==> config.mk <==
export PLATFORM = sky130hd
export DESIGN_NAME = cell_pixel_writer
export DESIGN_NICKNAME = d
export VERILOG_FILES = /design/src/rtl/cell_pixel_writer.sv
export SDC_FILE = /design/constraint.sdc
export NUM_CORES = 1
export LEC_CHECK = 0
export ABC_AREA = 1
export CAP_MARGIN = 20
export CORE_MARGIN = 10
export CORE_UTILIZATION = 45
export DETAILED_ROUTE_END_ITERATION = 7
export PLACE_DENSITY = 0.73
export SYNTH_ARGS = -nofsm -noshare
export SYNTH_HDL_FRONTEND = slang
export SYNTH_SLANG_ARGS = --single-unit
==> constraint.sdc <==
create_clock -name clk -period 4.7 [get_ports clk]
set_input_delay 0.705 -clock clk [delete_from_list [all_inputs] [get_ports clk]]
set_output_delay 0.705 -clock clk [all_outputs]
set_load 0.03 [all_outputs]
==> src/rtl/cell_pixel_writer.sv <==
// Expands buffered grid cell-update records into CELL_W x CELL_H blocks of
// RGB565 pixel writes on a valid/ready stream toward the display controller.
module cell_pixel_writer #(
    parameter int CELL_W     = 20,
    parameter int CELL_H     = 20,
    parameter int FIFO_DEPTH = 4
) (
    input  logic        clk,
    input  logic        rst,
    input  logic        diff,
    input  logic [3:0]  x,
    input  logic [3:0]  y,
    input  logic [2:0]  obj_code,
    output logic        px_valid,
    input  logic        px_ready,
    output logic [8:0]  px_x,
    output logic [7:0]  px_y,
    output logic [15:0] color,
    output logic        px_last,
    output logic        busy,
    output logic        overflow,
    output logic [2:0]  fifo_count
);

    localparam int PTR_W = (FIFO_DEPTH > 1) ? $clog2(FIFO_DEPTH) : 1;
    localparam int CNT_W = $clog2(FIFO_DEPTH + 1);
    localparam int COL_W = (CELL_W > 1) ? $clog2(CELL_W) : 1;
    localparam int ROW_W = (CELL_H > 1) ? $clog2(CELL_H) : 1;

    localparam logic [0:0] S_IDLE = 1'b0;
    localparam logic [0:0] S_DRAW = 1'b1;

    // Pixel stream handshake: a pixel transfers on a rising edge where
    // px_valid && px_ready; while px_valid is high and px_ready is low the
    // pixel fields hold, and px_valid never drops until the transfer occurs.

    logic [0:0]       state;
    logic [3:0]       fifo_x    [FIFO_DEPTH];
    logic [3:0]       fifo_y    [FIFO_DEPTH];
    logic [2:0]       fifo_code [FIFO_DEPTH];
    logic [PTR_W-1:0] wptr;
    logic [PTR_W-1:0] rptr;
    logic [CNT_W-1:0] count;
    logic [COL_W-1:0] col;
    logic [ROW_W-1:0] row;
    logic [8:0]       base_x;
    logic [7:0]       base_y;

    logic rec_ok;
    logic full;
    logic pop;
    logic push;
    logic drop;
    logic col_end;
    logic row_end;
    logic handshake;

    function automatic logic [15:0] code_color(input logic [2:0] code);
        logic [15:0] c;
        case (code)
            3'b001:  c = 16'h07E0;
            3'b010:  c = 16'h03E0;
            3'b011:  c = 16'hF800;
            3'b100:  c = 16'h8410;
            default: c = 16'h0000;
        endcase
        return c;
    endfunction

    // Rows 12..15 lie off-screen and are discarded without flagging overflow.
    assign rec_ok    = diff && (y <= 4'd11);
    assign full      = (count == CNT_W'(FIFO_DEPTH));
    assign pop       = (state == S_IDLE) && (count != '0);
    assign push      = rec_ok && (!full || pop);
    assign drop      = rec_ok && full && !pop;
    assign col_end   = (col == COL_W'(CELL_W - 1));
    assign row_end   = (row == ROW_W'(CELL_H - 1));
    assign handshake = (state == S_DRAW) && px_ready;

    always_ff @(posedge clk) begin
        if (push) begin
            fifo_x[wptr]    <= x;
            fifo_y[wptr]    <= y;
            fifo_code[wptr] <= obj_code;
        end
    end

    always_ff @(posedge clk) begin
        if (rst) begin
            wptr     <= '0;
            rptr     <= '0;
            count    <= '0;
            overflow <= 1'b0;
        end else begin
            if (push) wptr <= wptr + 1'b1;
            if (pop)  rptr <= rptr + 1'b1;
            case ({push, pop})
                2'b10:   count <= count + 1'b1;
                2'b01:   count <= count - 1'b1;
                default: count <= count;
            endcase
            if (drop) overflow <= 1'b1;
        end
    end

    always_ff @(posedge clk) begin
        if (rst) begin
            state  <= S_IDLE;
            col    <= '0;
            row    <= '0;
            base_x <= '0;
            base_y <= '0;
            color  <= '0;
        end else begin
            case (state)
                S_IDLE: begin
                    if (pop) begin
                        base_x <= 9'(fifo_x[rptr]) * 9'(CELL_W);
                        base_y <= 8'(fifo_y[rptr]) * 8'(CELL_H);
                        color  <= code_color(fifo_code[rptr]);
                        col    <= '0;
                        row    <= '0;
                        state  <= S_DRAW;
                    end
                end
                S_DRAW: begin
                    if (handshake) begin
                        if (col_end) begin
                            col <= '0;
                            if (row_end) begin
                                row   <= '0;
                                state <= S_IDLE;
                            end else begin
                                row <= row + 1'b1;
                            end
                        end else begin
                            col <= col + 1'b1;
                        end
                    end
                end
                default: state <= S_IDLE;
            endcase
        end
    end

    assign px_valid   = (state == S_DRAW);
    assign px_x       = base_x + 9'(col);
    assign px_y       = base_y + 8'(row);
    assign px_last    = (state == S_DRAW) && col_end && row_end;
    assign busy       = (count != '0) || (state == S_DRAW);
    assign fifo_count = 3'(count);

endmodule

Word-level counts from Yosys, hierarchy flattened

Memory sizes are Yosys's and may differ from the RTL's. A register that Yosys moved wholly into a read port is not among the register bits.
Cells that the tools add are included.

Output and inout port bits: 40
Register bits: 48
Word-level logic and storage cells: 77
ROM bits: 0
Bits of input ports: 15
Bits in latches: 0
Bits in writable memories: 44
Memories kept: 3

$mul: 2
Reductions and logical operators: 17
Order comparisons: 1
Multiplexer cells: 23
Add/sub/neg operators: 8
Equal/unequal tests: 12
Divide/modulo/power cells: 0
Shift-type cells: 0
Bitwise logic cells: 1

Memories:

| memory    | depth | bits a word | read ports | clocked after memory_dff | write ports | line | source |
|---|---|---|---|---|---|---|---|
| fifo_x    | 4     | 4           | 1          | 1                        | 1           | 38   | `logic [3:0] fifo_x [FIFO_DEPTH];` |
| fifo_y    | 4     | 4           | 1          | 1                        | 1           | 39   | `logic [3:0] fifo_y [FIFO_DEPTH];` |
| fifo_code | 4     | 3           | 1          | 1                        | 1           | 40   | `logic [2:0] fifo_code [FIFO_DEPTH];` |

Operators with widths:

| cell                                                   | number |
|---|---|
| case mux 16 bit (4 select lines)                       | 1 |
| two-way mux 5 bit                                      | 6 |
| case mux 5 bit (2 select lines)                        | 2 |
| two-way mux 2 bit                                      | 6 |
| adder 5 x 1 -> 5 bit (second input constant)           | 2 |
| == test 5 bit (second input constant)                  | 2 |
| adder 9 x 5 -> 9 bit                                   | 1 |
| adder 8 x 5 -> 8 bit                                   | 1 |
| logical AND 1 bit                                      | 8 |
| multiplier 4 x 3 -> 7 bit (second input constant)      | 1 |
| == test 3 x 2 -> 1 bit (second input constant)         | 2 |
| == test 3 bit (second input constant)                  | 2 |
| multiplier 4 x 3 -> 6 bit (second input constant)      | 1 |
| two-way mux 1 bit                                      | 6 |
| case mux 3 bit (2 select lines)                        | 1 |
| adder 2 x 1 -> 2 bit (second input constant)           | 2 |
| less-or-equal comparator 4 bit (second input constant) | 1 |
| inequality test 2 x 1 -> 1 bit (second input constant) | 2 |
| AND reduction 2 bit                                    | 2 |
| adder 3 x 1 -> 3 bit (second input constant)           | 1 |
| == test 3 x 1 -> 1 bit (second input constant)         | 1 |
| AND reduction 3 bit                                    | 1 |
| nonzero test 3 bit                                     | 1 |
| subtractor 3 x 1 -> 3 bit (second input constant)      | 1 |
| 8 further kinds                                        | 10 |

Logic depth before layout (Yosys ltp)

Depth in word-level cells: 6
Gate-level depth with buffers: 14

Worst setup path before layout

OpenSTA, ideal clock, no wires.

Path kind: flip-flop to output port
Start: reg col[2]
End: out px_x[8]
Cell stages (with the launch flop): 8
Arrival time: 1849 ps
Buffers on the path: 0
Setup slack: 2146 ps
Data required time: 3995 ps
Cells stage by stage: dfxtp_1 ha_1 fa_1 nand2_1 inv_1 o21ai_0 nor3_1 xor2_1

Longest elaborated chain between the ends: 1

RTL lines:

| what                   | line | source |
|---|---|---|
| from (decl)            | 44   | `logic [COL_W-1:0] col;` |
| from (signal assigned) | 137  | `col <= col + 1'b1;` |
| adder 9 x 5 -> 9 bit   | 147  | `assign px_x = base_x + 9'(col);` |
| to (decl)              | 16   | `output logic [8:0] px_x,` |

No other way between the ends.

Final worst setup path

Ends and elaborated chain as after synthesis.

==> metrics list <==
* Result of the run: finished, final reports clean
- Antenna viol nets, final: 0
* Inserted Clock Buffers: 9
- The number of cells on the worst reg-to-reg path is 10.
- Slew Limit Fails: 0
* Largest net degree at the start of global routing: 31
- Number of violations reported at the end of detailed-routing iteration 0: ~150
- Final hold violation count: 0
* Number of antenna violations at the first check in global routing: 0
- The post-route netlist has under 10% of its cells at a drive strength greater than 1.
* Final RePlAce weighted congestion: between 0.7 and 0.8
* Switching component of the power: 1.087 mW
- The tool flagged a number of max-cap violations equal to 0.
* Worst IR drop on VDD: 0.2208 mV
* Horizontal die dimension: between 100 and 150 um
* Share of total power in the clock network: about a fifth
- Cell internal power was estimated by the tool at around 1.6 mW.
- Signal arrival time at the worst endpoint: between 2 and 3 ns
* Sinks on Clock Net: 83
- Required time at the endpoint of the critical path: ~4 ns
- Wires add up to 8251 um.
* Startpoint Class: register
- Placed instance count: ~570
* Clock-pin slew on the worst setup and hold paths: 0.08 ns
* Die ar.: around 13000 um2
- End-of-flow core utilization: between 50% and 60%
* Number of vias after detailed routing: ~3000
- Buffers added to address setup during post-CTS repair amount to 0.
- Dividing the final minimum period by the clock period gives a little over two thirds.
- Highest achievable clock rate: 301.1 MHz
* Clock tree from TritonCTS: built
* Share of synthesized area occupied by flip-flops and latches: a little over half
- YS warnings: 0
- By startpoint and endpoint, the worst setup path is classified as reg2out.
- In the routed layout, each cell is associated on average with a via count of a little over 5.
- Final setup violating endpoints: 0
- Row generation in the floorplan step produced 34 rows.
- The path class of the tightest hold or removal check is reg2reg.
- Layout Cells excl Fill: just under 600
- Overflow left after global routing: 0
- Relative max-transition margin: a little under a third
- A synthesized cell averages 9.274 um2.
* Post-CTS Resized: 0
- Gate Count Post-Synth: ~430
* Transition at the pin with the smallest max-transition slack: 1.036 ns
* Register-to-register setup slack: 2.00 ns
* Final worst setup slack: approximately 1.4 ns
- Endpoint of the lowest-slack register-to-register path: base_x[7]$_SDFFE_PP0P_
- DIE HEIGHT: 114.4 um
- Count of different cell masters after synthesis: 34
- Count of cells along the worst hold path: 2
* I/O pin total: 55
* Std-Cell Core Area: about 8700 um2
- The area growth from synthesis to layout is 16.86%.
- Number of levels in the clock H-tree: 3
- After layout, the minimum clock period comes to 3.321 ns.
- The worst hold path begins at overflow$_SDFFE_PP0P_.
* Power Density: approximately 560 nW/um2
* Detailed-route wire length per cell: ~14 um
- The synthesized design contains between 80 and 90 register bits.
- Across the routed clock network, the largest skew measured is around 0.0094 ns.
- The number of global-route vias before repair came to a little under 3000.
* Final net count: 510
* Total power of the final layout: 2.640 mW
- Unrepaired setup endpoints after global routing: false
- Clock Tree Root: sky130_fd_sc_hd__clkbuf_8
- Count of inserted antenna diode cells: 0
- The cell area that synthesis handed to floorplanning was around 4000 um2.
- Initial cell density of the core: a little under half
- Endpoint of the worst hold path: overflow$_SDFFE_PP0P_
* Cts-stage hold buffer count: 0
* Wire length of the first global-routing pass: 13760 um
- The clock passes through at most 2 buffers.
- After detailed routing, the number of remaining DRC violations is 0.
- Filler cells: about 800
- Setup Total Neg Slack: 0 ns
- Setup slack after placement: between 1.5 and 2 ns
- In this run switching power makes up between 40% and 50% of total power.
- During placement, the flow inserted port buffers numbering 50.
- Sequential Power Share: about 36%
- Length of the first detailed-routing pass in iterations: 5
* Relative contribution of combinational cells to total power: around 44%
- Across every metal layer, demand over resource in global routing totals 12.97%.
- Lkg Pwr: 1.897 nW
- For the worst-skew pair, the clock arrives at the later sink with an insertion delay of around 0.35 ns.
* CP Capture Type: output port
- In this run the worst path has a maximum fanout of 8.
* Final HPWL from detailed placement: about 6000 um
[layout by cell type, fill, tap and decap left out, drive strengths merged, types with 3 or more instances in the layout]
| master | n |
|---|---|
| clkdlybuf4s50 | 50 |
| nand2 | 81 |
| fa | 5 |
| nor2 | 47 |
| clkbuf | 12 |
| conb | 4 |
| o21ai | 33 |
| dfxtp | 39 |
| edfxtp | 44 |
| a21oi | 34 |
| o22ai | 5 |
| xnor2 | 3 |
| xor2 | 7 |
| ha | 20 |
| inv | 42 |
| nand3 | 29 |
| nand4 | 3 |
[layout make-up]
cell class / instances / area, um2 / share of cell area (%)
sequential: 83 / 2102 / 44.90
multi-input combinational: 282 / 1563 / 33.38
timing repair buffer: 52 / 519.2 / 11.09
inverter: 42 / 157.7 / 3.367
clock buffer: 12 / 155.1 / 3.314
tap: 108 / 135.1 / 2.886
clock inverter: 4 / 50.05 / 1.069
[Yosys cell counts]
library cell	count	area share [%]
sky130_fd_sc_hd__inv_1	39	3.7
sky130_fd_sc_hd__clkbuf_1	2	0.19
sky130_fd_sc_hd__nand3_1	29	3.6
sky130_fd_sc_hd__nor2_2	2	0.31
sky130_fd_sc_hd__o21ai_1	3	0.37
sky130_fd_sc_hd__a21boi_0	1	0.19
sky130_fd_sc_hd__o21ai_0	30	3.7
sky130_fd_sc_hd__nor3_1	2	0.25
sky130_fd_sc_hd__a31o_2	1	0.22
sky130_fd_sc_hd__fa_1	5	2.5
sky130_fd_sc_hd__a21oi_1	33	4.1
sky130_fd_sc_hd__a21oi_2	1	0.22
sky130_fd_sc_hd__dfxtp_1	39	19
sky130_fd_sc_hd__nand2_1	79	7.4
sky130_fd_sc_hd__and3_1	2	0.31
sky130_fd_sc_hd__a31oi_1	1	0.16
sky130_fd_sc_hd__conb_1	1	0.094
sky130_fd_sc_hd__buf_4	16	3.0
sky130_fd_sc_hd__nand2_2	2	0.31
sky130_fd_sc_hd__nand4_2	1	0.31
sky130_fd_sc_hd__or2_1	1	0.16
sky130_fd_sc_hd__edfxtp_1	44	33
sky130_fd_sc_hd__ha_1	20	6.2
sky130_fd_sc_hd__xnor2_1	3	0.66
sky130_fd_sc_hd__inv_2	3	0.28
sky130_fd_sc_hd__nor2_1	45	4.2
sky130_fd_sc_hd__xor2_1	7	1.5
sky130_fd_sc_hd__o211a_1	1	0.25
sky130_fd_sc_hd__o22ai_1	5	0.78
sky130_fd_sc_hd__buf_2	6	0.75
sky130_fd_sc_hd__nand4_1	2	0.31
sky130_fd_sc_hd__a32oi_1	2	0.44
sky130_fd_sc_hd__buf_1	1	0.094
sky130_fd_sc_hd__buf_6	3	0.84
[critical path, stage by stage (launching register included)]
cell and delay (ns):
sky130_fd_sc_hd__dfxtp_1 0.37, sky130_fd_sc_hd__ha_1 0.26, sky130_fd_sc_hd__fa_1 0.39, sky130_fd_sc_hd__nand2_1 0.07
sky130_fd_sc_hd__inv_1 0.04, sky130_fd_sc_hd__o21ai_0 0.24, sky130_fd_sc_hd__nor3_1 0.10, sky130_fd_sc_hd__xor2_1 0.13
sky130_fd_sc_hd__clkdlybuf4s50_1 0.68
[kinds of logic (layout without fill, tap and decap cells)]
| group | Yosys count | after routing | share of synthesized area (%) |
|---|---|---|---|
| simple gates | 165 | 165 | 17.21 |
| fa+ha+maj | 25 | 25 | 8.745 |
| buf+inv | 70 | 110 | 8.807 |
| other cells | 1 | 4 | 0.09360 |
| xor+xnor | 10 | 10 | 2.186 |
| compound gates | 78 | 78 | 10.49 |
| flops | 83 | 83 | 52.47 |
[power by group through the flow]
| stage | clock, mW | combinational (mW) | sequential [mW] |
|---|---|---|---|
| 2_1_floorplan | 0 | 0.836 | 0.996 |
| 3_3_place_gp | 0 | 1.14 | 0.965 |
| 3_5_place_dp | 0 | 1.18 | 0.972 |
| 4_1_cts | 0.531 | 1.18 | 0.956 |
| 5_1_grt | 0.562 | 1.32 | 0.969 |
| 6_report | 0.517 | 1.17 | 0.954 |
[registers in the layout, summed over array words and instances, names as in the netlist, named ones only]
signal and count:
fifo_y 16, row 5, color 5, base_y 6
fifo_code 12, rptr 2, wptr 2, overflow 1
base_x 7, fifo_count 3, fifo_x 16, px_valid 1
col 5
[metrics by stage]
step                      area (um2)  hold WS (ns)
after global routing            4682        0.5136
after CTS                       4671        0.4749
final                           4682        0.4636
after floorplan                 4018        0.4422
after detailed placement        4466        0.4615
after global placement          4466        0.4450
[layer usage]
| metal | part of all wire [%] | GRT usage (%) | up-vias | routed length, um |
|---|---|---|---|---|
| met4 | 1.5 | 5.514 | 0 | 127 |
| li1 | - | - | 1495 | - |
| met2 | 48 | 21.07 | 85 | 3930 |
| met3 | 7.6 | 2.778 | 11 | 623 |
| met1 | 43 | 16.28 | 1370 | 3570 |
| met5 | 0 | 0 | - | 0 |
[worst max path at each step]
stage	end	start	slack, ns
2_1_floorplan	px_x[8]	col[2]$_SDFFE_PP0P_	2.15
3_3_place_gp	px_x[8]	col[2]$_SDFFE_PP0P_	1.77
3_5_place_dp	fifo_x[3][2]$_DFFE_PP_	y[3]	1.64
4_1_cts	px_x[8]	col[2]$_SDFFE_PP0P_	1.36
5_1_grt	px_x[8]	col[2]$_SDFFE_PP0P_	1.20
6_report	px_x[8]	col[2]$_SDFFE_PP0P_	1.38
Power figures use the tool's default switching activity.
